--- config.mk ---
export PLATFORM = sky130hd
export DESIGN_NAME = bg_scroll_fetch_flat
export DESIGN_NICKNAME = d
export VERILOG_FILES = /design/src/rtl/bg_pkg.sv /design/src/rtl/bg_scroll_fetch_if.sv /design/src/rtl/bg_scroll_ctrl.sv /design/src/rtl/bg_scroll_fetch.sv /design/src/flat_wrapper.sv
export SDC_FILE = /design/constraint.sdc
export NUM_CORES = 1
export LEC_CHECK = 0
export ABC_AREA = 1
export BUFFER_PORTS_ARGS = -buffer_cell sky130_fd_sc_hd__buf_2
export CORE_MARGIN = 3
export CORE_UTILIZATION = 44
export DETAILED_ROUTE_END_ITERATION = 7
export MAX_ROUTING_LAYER = met4
export PLACE_DENSITY_LB_ADDON = 0.25
export SLEW_MARGIN = 20
export SYNTH_ARGS = -nofsm -noshare
export SYNTH_HDL_FRONTEND = slang
export SYNTH_SLANG_ARGS = --single-unit
--- constraint.sdc ---
create_clock -name clk -period 2 [get_ports clk]
set_input_delay 0.2 -clock clk [delete_from_list [all_inputs] [get_ports clk]]
set_output_delay 0.2 -clock clk [all_outputs]
set_load 0.02 [all_outputs]
--- src/rtl/bg_pkg.sv ---
// rtl/bg_pkg.sv - shared types and pipeline constants for the background fetch stage
//
// Purpose: texel/colour types used between the VRAM word and the compositor,
//          plus the fixed pipeline latencies of bg_scroll_fetch.
// Ports:   none (package).
package bg_pkg;

  typedef logic [11:0] rgb444_t;

  // VRAM word layout: bit 12 transparent, bits 11:0 {R,G,B}.
  typedef struct packed {
    logic    transparent;
    rgb444_t rgb;
  } texel_t;

  // Inputs to outputs, in pixel clocks.
  localparam int PIPE_LAT = 3;
  // VRAM read data arrives this many clocks after the address register.
  localparam int VRAM_LAT = 1;

endpackage

--- src/rtl/bg_scroll_fetch_if.sv ---
// rtl/bg_scroll_fetch_if.sv - VRAM read port between the fetch stage and background VRAM
//
// Purpose: groups the VRAM address/data pair.
// Ports:   vram_addr (fetch -> VRAM), vram_data (VRAM -> fetch, 1 cycle after addr).
//          master = fetch stage, slave = VRAM.
interface bg_scroll_fetch_if #(
  parameter int ADDR_WIDTH = 15,
  parameter int DATA_WIDTH = 13
);

  logic [ADDR_WIDTH-1:0] vram_addr;
  logic [DATA_WIDTH-1:0] vram_data;

  modport master (output vram_addr, input vram_data);
  modport slave  (input vram_addr, output vram_data);

endinterface

--- src/rtl/bg_scroll_ctrl.sv ---
// rtl/bg_scroll_ctrl.sv - per-frame vertical scroll offset with deferred clear
//
// Purpose: holds the committed scroll offset; all changes land on frame_start
//          so a visible frame never tears.
// Ports:   clk, rst_n (async active-low)
//          frame_start  - commit strobe, first blanking cycle after last visible line
//          scroll_en    - advance on commit
//          scroll_speed - texel rows subtracted per commit
//          scroll_clr   - clear request, remembered until the next commit
//          scroll_pos   - committed offset
module bg_scroll_ctrl #(
  parameter int IMG_H_LOG2  = 7,
  parameter int SPEED_WIDTH = 4
) (
  input  logic                   clk,
  input  logic                   rst_n,
  input  logic                   frame_start,
  input  logic                   scroll_en,
  input  logic [SPEED_WIDTH-1:0] scroll_speed,
  input  logic                   scroll_clr,
  output logic [IMG_H_LOG2-1:0]  scroll_pos
);

  logic                  clr_pending;
  logic [IMG_H_LOG2-1:0] speed_ext;

  assign speed_ext = IMG_H_LOG2'(scroll_speed);

  always_ff @(posedge clk or negedge rst_n) begin
    if (!rst_n) begin
      scroll_pos  <= '0;
      clr_pending <= 1'b0;
    end else if (frame_start) begin
      // A clear requested at any point in the frame beats an advance.
      if (clr_pending || scroll_clr) begin
        scroll_pos  <= '0;
        clr_pending <= 1'b0;
      end else if (scroll_en) begin
        // Subtraction wraps modulo the image height: image moves toward the viewer.
        scroll_pos <= scroll_pos - speed_ext;
      end
    end else if (scroll_clr) begin
      clr_pending <= 1'b1;
    end
  end

endmodule

--- src/rtl/bg_scroll_fetch.sv ---
// rtl/bg_scroll_fetch.sv - raster-to-VRAM address stage with 3-cycle aligned RGB output
//
// Purpose: maps hcount/vcount plus the scroll offset to a VRAM texel address,
//          captures the returned word and presents RGB444 + transparency with
//          de/hsync/vsync delayed to match.
// Ports:   clk, rst_n (async active-low)
//          hcount, vcount, de_in, hsync_in, vsync_in - raster inputs (cycle N)
//          frame_start, scroll_en, scroll_speed, scroll_clr - scroll control
//          vram (master) - vram_addr at N+1, vram_data back at N+2
//          rgb, transparent, de_out, hsync_out, vsync_out - outputs at N+3
//          scroll_pos - committed scroll offset
module bg_scroll_fetch
  import bg_pkg::*;
#(
  parameter int IMG_W_LOG2  = 8,
  parameter int IMG_H_LOG2  = 7,
  parameter int ADDR_WIDTH  = 15,
  parameter int DATA_WIDTH  = 13,
  parameter int SCALE_SHIFT = 2,
  parameter int COORD_WIDTH = 10,
  parameter int SPEED_WIDTH = 4
) (
  input  logic                    clk,
  input  logic                    rst_n,
  input  logic [COORD_WIDTH-1:0]  hcount,
  input  logic [COORD_WIDTH-1:0]  vcount,
  input  logic                    de_in,
  input  logic                    hsync_in,
  input  logic                    vsync_in,
  input  logic                    frame_start,
  input  logic                    scroll_en,
  input  logic [SPEED_WIDTH-1:0]  scroll_speed,
  input  logic                    scroll_clr,
  bg_scroll_fetch_if.master       vram,
  output rgb444_t                 rgb,
  output logic                    transparent,
  output logic                    de_out,
  output logic                    hsync_out,
  output logic                    vsync_out,
  output logic [IMG_H_LOG2-1:0]   scroll_pos
);

  bg_scroll_ctrl #(
    .IMG_H_LOG2  (IMG_H_LOG2),
    .SPEED_WIDTH (SPEED_WIDTH)
  ) u_ctrl (
    .clk          (clk),
    .rst_n        (rst_n),
    .frame_start  (frame_start),
    .scroll_en    (scroll_en),
    .scroll_speed (scroll_speed),
    .scroll_clr   (scroll_clr),
    .scroll_pos   (scroll_pos)
  );

  // Texel coordinates: screen pixels are 2^SCALE_SHIFT per texel; both axes
  // wrap by truncation to the image size.
  logic [COORD_WIDTH-1:0] h_sh;
  logic [COORD_WIDTH-1:0] v_sh;
  logic [IMG_W_LOG2-1:0]  col;
  logic [IMG_H_LOG2-1:0]  row;
  logic                   unused_coord_bits;

  assign h_sh = hcount >> SCALE_SHIFT;
  assign v_sh = vcount >> SCALE_SHIFT;
  assign col  = h_sh[IMG_W_LOG2-1:0];
  assign row  = v_sh[IMG_H_LOG2-1:0] + scroll_pos;
  assign unused_coord_bits = ^{h_sh[COORD_WIDTH-1:IMG_W_LOG2], v_sh[COORD_WIDTH-1:IMG_H_LOG2]};

  logic [ADDR_WIDTH-1:0] addr_q;
  assign vram.vram_addr = addr_q;

  logic [DATA_WIDTH-1:0] vdata;
  texel_t                texel;
  assign vdata = vram.vram_data;
  assign texel = texel_t'(vdata);

  // Bit k of each pipe is the flag at stage k+1.
  logic [PIPE_LAT-1:0] de_pipe;
  logic [PIPE_LAT-1:0] hs_pipe;
  logic [PIPE_LAT-1:0] vs_pipe;
  rgb444_t             rgb_q;
  logic                tr_q;

  always_ff @(posedge clk or negedge rst_n) begin
    if (!rst_n) begin
      addr_q  <= '0;
      de_pipe <= '0;
      hs_pipe <= '0;
      vs_pipe <= '0;
      rgb_q   <= '0;
      tr_q    <= 1'b0;
    end else begin
      // Address runs every cycle; blanking addresses are simply ignored later.
      addr_q  <= {row, col};
      de_pipe <= {de_pipe[PIPE_LAT-2:0], de_in};
      hs_pipe <= {hs_pipe[PIPE_LAT-2:0], hsync_in};
      vs_pipe <= {vs_pipe[PIPE_LAT-2:0], vsync_in};
      // vram_data belongs to the stage VRAM_LAT past the address register.
      if (de_pipe[VRAM_LAT]) begin
        rgb_q <= texel.rgb;
        tr_q  <= texel.transparent;
      end else begin
        rgb_q <= '0;
        tr_q  <= 1'b0;
      end
    end
  end

  assign rgb         = rgb_q;
  assign transparent = tr_q;
  assign de_out      = de_pipe[PIPE_LAT-1];
  assign hsync_out   = hs_pipe[PIPE_LAT-1];
  assign vsync_out   = vs_pipe[PIPE_LAT-1];

endmodule

--- src/flat_wrapper.sv ---
// flat-port wrapper written by rule: the top's interface ports become plain ports
module bg_scroll_fetch_flat import bg_pkg::*;
#(
  parameter int IMG_W_LOG2  = 8,
  parameter int IMG_H_LOG2  = 7,
  parameter int ADDR_WIDTH  = 15,
  parameter int DATA_WIDTH  = 13,
  parameter int SCALE_SHIFT = 2,
  parameter int COORD_WIDTH = 10,
  parameter int SPEED_WIDTH = 4
)
  (clk, rst_n, hcount, vcount, de_in, hsync_in, vsync_in, frame_start, scroll_en, scroll_speed, scroll_clr, rgb, transparent, de_out, hsync_out, vsync_out, scroll_pos, vram_vram_addr, vram_vram_data);
  bg_scroll_fetch_if #(.ADDR_WIDTH(ADDR_WIDTH), .DATA_WIDTH(DATA_WIDTH)) vram_i ();
  input  logic clk;
  input  logic rst_n;
  input  logic [COORD_WIDTH-1:0] hcount;
  input  logic [COORD_WIDTH-1:0] vcount;
  input  logic de_in;
  input  logic hsync_in;
  input  logic vsync_in;
  input  logic frame_start;
  input  logic scroll_en;
  input  logic [SPEED_WIDTH-1:0] scroll_speed;
  input  logic scroll_clr;
  output rgb444_t rgb;
  output logic transparent;
  output logic de_out;
  output logic hsync_out;
  output logic vsync_out;
  output logic [IMG_H_LOG2-1:0] scroll_pos;
  output wire logic [$bits(vram_i.vram_addr)-1:0] vram_vram_addr;
  input wire logic [$bits(vram_i.vram_data)-1:0] vram_vram_data;
  assign vram_vram_addr = vram_i.vram_addr;
  assign vram_i.vram_data = vram_vram_data;
  bg_scroll_fetch #(.IMG_W_LOG2(IMG_W_LOG2), .IMG_H_LOG2(IMG_H_LOG2), .ADDR_WIDTH(ADDR_WIDTH), .DATA_WIDTH(DATA_WIDTH), .SCALE_SHIFT(SCALE_SHIFT), .COORD_WIDTH(COORD_WIDTH), .SPEED_WIDTH(SPEED_WIDTH)) u_core (.clk(clk), .rst_n(rst_n), .hcount(hcount), .vcount(vcount), .de_in(de_in), .hsync_in(hsync_in), .vsync_in(vsync_in), .frame_start(frame_start), .scroll_en(scroll_en), .scroll_speed(scroll_speed), .scroll_clr(scroll_clr), .vram(vram_i), .rgb(rgb), .transparent(transparent), .de_out(de_out), .hsync_out(hsync_out), .vsync_out(vsync_out), .scroll_pos(scroll_pos));
endmodule
==> results of run 1 <==
## layout make-up
cell class	instances	area (sq um)
clock inverter	1	5.00
clock buffer	7	96.3
multi-input combinational	87	563
inverter	31	116
sequential	45	1130
fill	324	1400
tap	48	60.1
timing repair buffer	82	433
## worst max-delay path, cell delays in order (launching register included)
cell     delay [ps]
dfrtp_1         390
inv_1            80
ha_1            170
inv_1            60
fa_1            400
nand2_1          90
nand2_1          60
a21oi_1         180
nand3_1         100
nand2_1          60
nor2_1           40
## report_power, final
part	switching, uW	leakage [uW]	internal [uW]
logic	316	0.000816	193
clock network	279	0.0000542	312
registers	49.2	0.000552	1000
## metrics by stage
step / util / total power [uW] / area [sq um] / setup WS (ps)
finish: 0.632 / 2150 / 2400 / 265
global placement: 0.595 / 1570 / 2260 / 299
global route: 0.632 / 2290 / 2400 / 60.7
CTS: 0.624 / 2180 / 2370 / 254
floorplan: - / 1390 / 1810 / 280
detailed placement: 0.595 / 1580 / 2260 / 273
## metal layers
metal	up-vias	GRT usage	wire [um]
met4	0	0.0702	60
met5	-	-	0
met1	598	0.168	1370
met3	5	0.0446	269
met2	56	0.255	1600
li1	682	-	-
## path summary, 6_finish.rpt
check	slack, ps	cells after the start	endpoint
worst min register to register	350	0	u_core.vs_pipe[2]$_DFF_PN0_
worst max-delay path	270	10	u_core.u_ctrl.scroll_pos[6]$_DFFE_PN0P_
worst max register to register	270	10	u_core.u_ctrl.scroll_pos[6]$_DFFE_PN0P_
max in group asynchronous	960	3	u_core.hs_pipe[1]$_DFF_PN0_
min in group asynchronous	370	2	u_core.rgb[2]$_DFF_PN0_
worst min-delay path	10	1	u_core.vram.vram_addr[3]$_DFF_PN0_
## timing repair
| item | 4_1_cts | 5_1_grt |
|---|---|---|
| hold buffers | 1 | 3 |
| hold endpoints to repair | 19 | 3 |
| resized for setup | 0 | 0 |
| setup endpoints to repair | 0 | 0 |
## sequential cells by signal, summed over array words and instances (netlist names)
register	count
u_core.hs_pipe	3
u_core.u_ctrl.clr_pending	1
u_core.de_pipe	3
u_core.vs_pipe	3
u_core.rgb	12
u_core.transparent	1
u_core.vram.vram_addr	15
u_core.u_ctrl.scroll_pos	7
## kinds of logic (layout without fill, tap and decap cells)
logic type               Yosys count  in the layout
AND/OR/NAND/NOR                   52             52
flip-flops                        45             45
buffers and inverters             32            121
AO/OA/AOI/OAI                     17             17
adder cells (fa/ha/maj)           12             12
XOR/XNOR                           6              6
## cells in the mapped netlist (all sizes together)
cell type  number
a21o            2
a21oi           7
buf             1
dfrtp          45
fa              2
ha             10
inv            31
nand2          36
nand3           7
nand4           1
nor2            7
nor3            1
o21ai           6
o22ai           1
o31ai           1
xnor2           2
xor2            4
## placed cells by master (no fill, tap or decap)
master / count
nor2_4: 2
ha_1: 10
dfrtp_1: 45
nand4_1: 1
o22ai_1: 1
nor2_2: 1
inv_1: 31
nand2_1: 34
nand3_2: 1
buf_2: 77
clkinv_2: 1
clkbuf_8: 7
nand2_2: 2
o21ai_0: 2
o31ai_2: 1
o21ai_1: 1
a21oi_1: 7
o21ai_2: 3
xnor2_1: 2
xor2_1: 4
nor2_1: 4
buf_4: 1
nor3_1: 1
fa_1: 2
dlygate4sd3_1: 4
a21o_1: 2
nand3_1: 6
==> flow_summary.json, run 1 <==
{
  "status": "completed",
  "peakVddDrop_v": 0.000338,
  "die_width_um": 70.1,
  "critPathMaxFanout": 3,
  "synth_mux_area_frac": 0,
  "post_cts_buffers": 0,
  "synth_fa_ha_area_frac": 0.0912,
  "synth_top_cell_area_share": 0.622,
  "tns_ps": 0,
  "synthSimpleGateAreaFrac": 0.130,
  "gp_congestion": 0.844,
  "p_leak_uw": 0.00142,
  "tightest_slew_ps": 411,
  "ant_nets": 0,
  "rows": 22,
  "power.density_nw_per_um2": 897,
  "start_util": 0.477,
  "grt_max_degree": 27,
  "drt_first_pass_iters": 4,
  "ys_ff_latch": 45,
  "cap_violations": 0,
  "start_kind": "flop",
  "synth_xor_area_frac": 0.0290,
  "cts_made_buffers": 5,
  "drc": 0,
  "clk_pin_slew_ps": 80,
  "rsz0062_at_grt": "no",
  "yosysSeqAreaShare": 0.622,
  "critical_path_class": "reg2reg",
  "arrival_ps": 1910,
  "overflow": 0,
  "num_io_pins": 83,
  "wl_per_cell_um": 11.0,
  "area_growth_pct": 32.6,
  "relSlewSlack": 0.726,
  "root_buffer": "clkbuf_8",
  "finClkSkew_ps": 2.00,
  "syn_avg_cell_area_sq_um": 11.0,
  "yosysWarnings": 0,
  "first_iter_violations": 78,
  "dieHeight_um": 70.1,
  "stdcell_count": 301,
  "synth_cell_types": 23,
  "hold_path.class": "in2reg",
  "grt_pass1_vias": 1355,
  "synth_top_family_by_area": "simple AND/OR/NAND/NOR gates",
  "drt-total-wl_mm": 3.31,
  "critPathLaunch": "u_core.u_ctrl.scroll_pos[0]$_DFFE_PN0P_",
  "drv_slew": 0,
  "syn-num-nets": 221,
  "setup_viol": 0,
  "diodes": 0,
  "vias": 1341,
  "clk_path_buf_depth": 2,
  "yosysTopAreaCell": "dfrtp_1",
  "r2r_start": "u_core.u_ctrl.scroll_pos[0]$_DFFE_PN0P_",
  "critical_path_required_ps": 2180,
  "hp-start": "hcount[5]",
  "synthCells": 164,
  "syn_area_sq_um": 1810,
  "hpwl_mm": 2.64,
  "insertion_delay_ps": 280,
  "whs_ps": 14.5,
  "layout_worst_path_cycle_share": 0.867,
  "cts_sinks": 45,
  "antenna_found_initial": 0,
  "die-area_sq_um": 4920,
  "coreArea_sq_um": 3800,
  "hold_viol": 0,
  "cts_tree": "built",
  "io_buffers": 77,
  "layout.nets": 309,
  "drive_gt1_frac": 0.379,
  "synthTopCellsByArea": "dfrtp_1 62%, nand2_1 7.0%, ha_1 6.9%",
  "via_per_inst": 4.46,
  "cp-end-kind": "flop",
  "grt_usage": 0.153,
  "synth_compound_area_frac": 0.0608,
  "grt_pass1_wl_mm": 5.69,
  "place_inst": 289,
  "h-tree-depth": 2,
  "clock.fmax_mhz": 576,
  "period_needed_ps": 1730
}
(Power assumes the default switching activity.)
==> run 2, diff against run 1 <==
--- a/config.mk
+++ b/config.mk
@@ -5,14 +5,13 @@
 export SDC_FILE = /design/constraint.sdc
 export NUM_CORES = 1
 export LEC_CHECK = 0
-export ABC_AREA = 1
 export BUFFER_PORTS_ARGS = -buffer_cell sky130_fd_sc_hd__buf_2
 export CORE_MARGIN = 3
 export CORE_UTILIZATION = 44
 export DETAILED_ROUTE_END_ITERATION = 7
+export GPL_TIMING_DRIVEN = 0
 export MAX_ROUTING_LAYER = met4
 export PLACE_DENSITY_LB_ADDON = 0.25
-export SLEW_MARGIN = 20
 export SYNTH_ARGS = -nofsm -noshare
 export SYNTH_HDL_FRONTEND = slang
 export SYNTH_SLANG_ARGS = --single-unit
==> flow_summary.json, run 2 <==
{
  "synthSimpleGateAreaFrac": 0.112,
  "synthArstFlopShare": 1.00,
  "setup_viol": 0,
  "final.fill_count": 326,
  "p_leak_uw": 0.00129,
  "grt_usage": 0.154,
  "root_buffer": "clkbuf_8",
  "peakVddDrop_v": 0.000692,
  "insertion_delay_ps": 290,
  "clock.fmax_mhz": 533,
  "pwr-share-seq": 0.467,
  "seq_area_sq_um": 1130,
  "num_io_pins": 83,
  "synth_ff_type": "dfrtp_1",
  "synth_edf_count": 0,
  "synthCells": 143,
  "grt_pass1_vias": 1348,
  "hold_path.class": "in2async",
  "final_cell_mix": "77 x buf_2, 45 x dfrtp_1, 13 x and2_1",
  "start_util": 0.473,
  "power.density_nw_per_um2": 908,
  "coreArea_sq_um": 3770,
  "critical_path_class": "reg2reg",
  "synth_top_cell_area_share": 0.632,
  "arrival_ps": 2060,
  "yosysTopAreaCell": "dfrtp_1",
  "cts_sinks": 45,
  "layout.nets": 295,
  "status": "completed",
  "synth_top_family_by_area": "simple AND/OR/NAND/NOR gates",
  "first_iter_violations": 65,
  "final_common_cell": "buf_2",
  "synthTopCellsByCount": "45 x dfrtp_1, 13 x and2_1, 12 x inv_1",
  "rows": 22,
  "syn-num-nets": 200,
  "synth_mux_area_frac": 0.00561,
  "drt_first_pass_iters": 4,
  "period_needed_ps": 1880,
  "ys_ff_latch": 45,
  "vias": 1327,
  "yosysWarnings": 0,
  "tns_ps": 0,
  "tightest_slew_ps": 920,
  "cp-end-kind": "flop",
  "p_sw_frac": 0.287,
  "io_buffers": 77,
  "synth_fa_ha_area_frac": 0.0926,
  "via_per_inst": 4.62,
  "diodes": 0,
  "clk_pin_slew_ps": 90,
  "h-tree-depth": 2,
  "cap_violations": 0,
  "antenna_found_initial": 0,
  "syn_avg_cell_area_sq_um": 12.5,
  "wl_per_cell_um": 11.9,
  "grt_max_degree": 46,
  "drive_gt1_frac": 0.368,
  "rrSetupSlack_ps": 120,
  "cts_made_buffers": 5,
  "hold_viol": 0,
  "area_growth_pct": 38.1,
  "drt-total-wl_mm": 3.43,
  "dieHeight_um": 69.7,
  "finalWorstSetupSlack_ps": 124,
  "hpwl_mm": 2.61,
  "post-place-ws_ps": 138,
  "critical_path_required_ps": 2180,
  "die-area_sq_um": 4850,
  "internal-power_uw": 1590,
  "rsz0062_at_grt": "no",
  "largest_register_ffs": 15,
  "syn_area_sq_um": 1780,
  "drv_slew": 0,
  "relSlewSlack": 0.387,
  "finClkSkew_ps": 2.95,
  "critPathMaxFanout": 4,
  "p_switching_uw": 641,
  "p_comb_frac": 0.225,
  "grt_pass1_wl_mm": 5.78,
  "synth_compound_area_frac": 0.107,
  "overflow": 0,
  "cts_tree": "built",
  "gp_congestion": 0.776,
  "layout_worst_path_cycle_share": 0.938,
  "yosysSeqAreaShare": 0.632,
  "synthTopCellsByArea": "dfrtp_1 63%, ha_1 7.0%, and2_1 4.6%",
  "clk_path_buf_depth": 2,
  "post_cts_buffers": 0,
  "multi_input_area_sq_um": 613,
  "ant_nets": 0,
  "synth_cell_types": 31,
  "die_width_um": 69.7,
  "yosysMostFrequentCell": "dfrtp_1",
  "synth_xor_area_frac": 0.0246,
  "start_kind": "flop",
  "power.share.clock": 0.308,
  "drc": 0
}
[run 2: logic make-up (layout without fill, tap and decap cells)]
group / Yosys count / in the layout
fa+ha+maj: 12 / 12
simple gates: 38 / 38
mux: 1 / 1
buf+inv: 13 / 109
flops: 45 / 45
xor+xnor: 5 / 5
compound gates: 29 / 29
[run 2: through the flow]
stage | utilization | instance area, sq um | hold WS [ps] | instances | total power, uW
6_report | 0.653 | 2460 | 36.3 | 287 | 2240
5_1_grt | 0.653 | 2460 | 106 | 287 | 2380
4_1_cts | 0.638 | 2410 | 0.0364 | 282 | 2260
3_5_place_dp | 0.591 | 2230 | 309 | 268 | 1550
3_3_place_gp | 0.591 | 2230 | 308 | 268 | 1540
2_1_floorplan | - | 1780 | -95.6 | 143 | 1370
[run 2: worst max-delay path, cell delays in order, from the launching register on]
cell     delay (ps)
dfrtp_1         410
inv_1            70
ha_1            150
inv_1            50
fa_1            400
a21o_1          210
a21oi_1         180
o21ai_0          90
a32o_1          200
[run 2: final cells by class]
| cell class | instances | share of cell area |
|---|---|---|
| inverters | 12 | 0.0183 |
| plain buffers | 1 | 0.00152 |
| clock inverters | 3 | 0.0203 |
| flip-flops and latches | 45 | 0.457 |
| repair buffers | 88 | 0.201 |
| clock buffers | 5 | 0.0279 |
| multi-input cells | 85 | 0.249 |
| well taps | 48 | 0.0244 |
[run 2: power by group through the flow]
stage               Combinational [uW]  Clock, uW  Sequential (uW)
global route                       562        759             1060
CTS                                500        717             1040
floorplan                          199          0             1170
detailed placement                 489          0             1060
finish                             504        688             1040
global placement                   480          0             1060
[run 2: final timing paths]
kind	from	end	depth (start not counted)
max in group asynchronous	rst_n	u_core.rgb[10]$_DFF_PN0_	1
hold reg to reg	u_core.hs_pipe[1]$_DFF_PN0_	u_core.hs_pipe[2]$_DFF_PN0_	0
min in group clk	vram_vram_data[5]	u_core.rgb[5]$_DFF_PN0_	2
setup reg to reg	u_core.u_ctrl.scroll_pos[0]$_DFFE_PN0P_	u_core.u_ctrl.scroll_pos[4]$_DFFE_PN0P_	8
setup / recovery	u_core.u_ctrl.scroll_pos[0]$_DFFE_PN0P_	u_core.u_ctrl.scroll_pos[4]$_DFFE_PN0P_	8
hold / removal	rst_n	u_core.vram.vram_addr[5]$_DFF_PN0_	1
[run 2: timing repair]
action                                  in CTS  in global routing
endpoints found under the setup margin       0                  1
hold buffers                                 6                  5
resized for setup                            0                  1
endpoints found under the hold margin        6                  5
[run 2: per-layer routing]
layer  part of all wire  track usage  up-vias  routed length (um)
met2               0.50        0.263       47                1710
met5                  0            -        -                   0
met4             0.0067       0.0447        0                  23
met1               0.43        0.177      609                1490
met3              0.060       0.0435        2                 207
li1                   -            -      669                   -
==> run 3, diff against run 2 <==
--- a/config.mk
+++ b/config.mk
@@ -6,7 +6,7 @@
 export NUM_CORES = 1
 export LEC_CHECK = 0
 export BUFFER_PORTS_ARGS = -buffer_cell sky130_fd_sc_hd__buf_2
-export CORE_MARGIN = 3
+export CORE_MARGIN = 4
 export CORE_UTILIZATION = 44
 export DETAILED_ROUTE_END_ITERATION = 7
 export GPL_TIMING_DRIVEN = 0
==> constraint.sdc (replaced) <==
create_clock -name clk -period 2.1 [get_ports clk]
set_input_delay 0.21 -clock clk [delete_from_list [all_inputs] [get_ports clk]]
set_output_delay 0.21 -clock clk [all_outputs]
set_load 0.02 [all_outputs]
==> flow_summary.json, run 3 (synthesis results as in run 2) <==
{
  "path_delay_family": "compound AO/OA/AOI/OAI gates",
  "largest_register_ffs": 15,
  "coreArea_sq_um": 3800,
  "slowest_stage": "dfrtp_1",
  "final_cell_mix": "77 x buf_2, 45 x dfrtp_1, 13 x and2_1",
  "via_per_inst": 4.67,
  "cts-resized-gates": 0,
  "start_kind": "flop",
  "cap_violations": 0,
  "tightest_slew_ps": 972,
  "io_buffers": 77,
  "rsz0062_at_grt": "no",
  "tns_ps": 0,
  "drt_first_pass_iters": 4,
  "power.density_nw_per_um2": 850,
  "num_io_pins": 83,
  "clock.fmax_mhz": 537,
  "slowest_delay_ps": 410,
  "place_inst": 268,
  "p_leak_uw": 0.00122,
  "peakVddDrop_v": 0.000502,
  "arrival_ps": 2050,
  "post-place-ws_ps": 246,
  "vias": 1288,
  "relSlewSlack": 0.352,
  "path_common_cell": "inv_1",
  "wl_per_cell_um": 12.7,
  "diodes": 0,
  "finalPower_uw": 1970,
  "grt_pass1_wl_mm": 5.75,
  "finClkSkew_ps": 5.33,
  "grt_usage": 0.150,
  "crit_buf_inv": 2,
  "first_iter_violations": 38,
  "grt_max_degree": 46,
  "critical_path_class": "reg2reg",
  "status": "completed",
  "dieHeight_um": 71.7,
  "start_util": 0.469,
  "insertion_delay_ps": 290,
  "layout_worst_path_cycle_share": 0.888,
  "h-tree-depth": 2,
  "cts_sinks": 45,
  "post_cts_buffers": 0,
  "critical_path_required_ps": 2290,
  "drt-total-wl_mm": 3.52,
  "die_width_um": 71.7,
  "finalInstanceArea_sq_um": 2310,
  "drive_gt1_frac": 0.373,
  "hpwl_mm": 2.76,
  "drv_slew": 0,
  "cts_made_buffers": 5,
  "clk_path_buf_depth": 2,
  "ctsHoldBuffers": 0,
  "finalWorstSetupSlack_ps": 236,
  "stdcell_count": 276,
  "layout.nets": 284,
  "rows": 22,
  "area_growth_pct": 29.7,
  "cp-end-kind": "flop",
  "die-area_sq_um": 5130,
  "final_common_cell": "buf_2",
  "critPathMaxFanout": 4,
  "drc": 0,
  "setup_viol": 0,
  "cp_cell_sequence": "inv_1 -> ha_1 -> inv_1 -> fa_1 -> a21o_1 -> a21oi_1 -> o21ai_0 -> a32o_1",
  "period_needed_ps": 1860,
  "place_area_sq_um": 2230,
  "clk_pin_slew_ps": 80,
  "hold_path.class": "in2reg",
  "final.fill_count": 335,
  "ant_nets": 0,
  "overflow": 0,
  "cts_tree": "built",
  "root_buffer": "clkbuf_8",
  "hold_viol": 0,
  "grt_pass1_vias": 1302,
  "gp_congestion": 0.749,
  "antenna_found_initial": 0
}
==> run 3: worst paths after layout <==
check                                                         from                                       to  slack [ps]  cells after the start
setup / recovery           u_core.u_ctrl.scroll_pos[0]$_DFFE_PN0P_  u_core.u_ctrl.scroll_pos[4]$_DFFE_PN0P_         240                      8
min in group asynchronous                                    rst_n                  u_core.rgb[1]$_DFF_PN0_          70                      1
hold / removal                                            vsync_in              u_core.vs_pipe[0]$_DFF_PN0_          20                      1
setup reg to reg           u_core.u_ctrl.scroll_pos[0]$_DFFE_PN0P_  u_core.u_ctrl.scroll_pos[4]$_DFFE_PN0P_         240                      8
max in group asynchronous                                    rst_n       u_core.vram.vram_addr[6]$_DFF_PN0_        1440                      1
hold reg to reg                        u_core.de_pipe[0]$_DFF_PN0_              u_core.de_pipe[1]$_DFF_PN0_         350                      0
==> run 3: area by class of cell <==
class | count | area (sq um) | share of cell area
multi-input combinational | 85 | 608 | 0.263
sequential | 45 | 1130 | 0.487
buffer | 1 | 3.75 | 0.00162
clock buffer | 7 | 76.3 | 0.0330
tap | 48 | 60.1 | 0.0260
inverter | 12 | 45.0 | 0.0195
clock inverter | 1 | 7.51 | 0.00325
timing repair buffer | 77 | 385 | 0.167
==> run 3: per-layer routing <==
| metal | routed length, um | vias up | track usage |
|---|---|---|---|
| met4 | 66 | 0 | 0.0626 |
| met1 | 1430 | 587 | 0.176 |
| met5 | 0 | - | - |
| met3 | 271 | 7 | 0.0407 |
| met2 | 1750 | 48 | 0.242 |
| li1 | - | 646 | - |
==> run 3: power by group <==
part           switching (uW)  total (uW)  leakage, uW  internal, uW
registers                41.3         994     0.000553           953
logic                     279         466     0.000632           187
clock network             271         506    0.0000385           235
==> run 3: metrics by stage <==
stage / util / hold slack [ps]
after global placement: 0.587 / 317
after CTS: 0.609 / 5.60
after detailed placement: 0.587 / 320
after floorplan: - / -85.6
after global routing: 0.609 / 2.69
final: 0.609 / 18.0
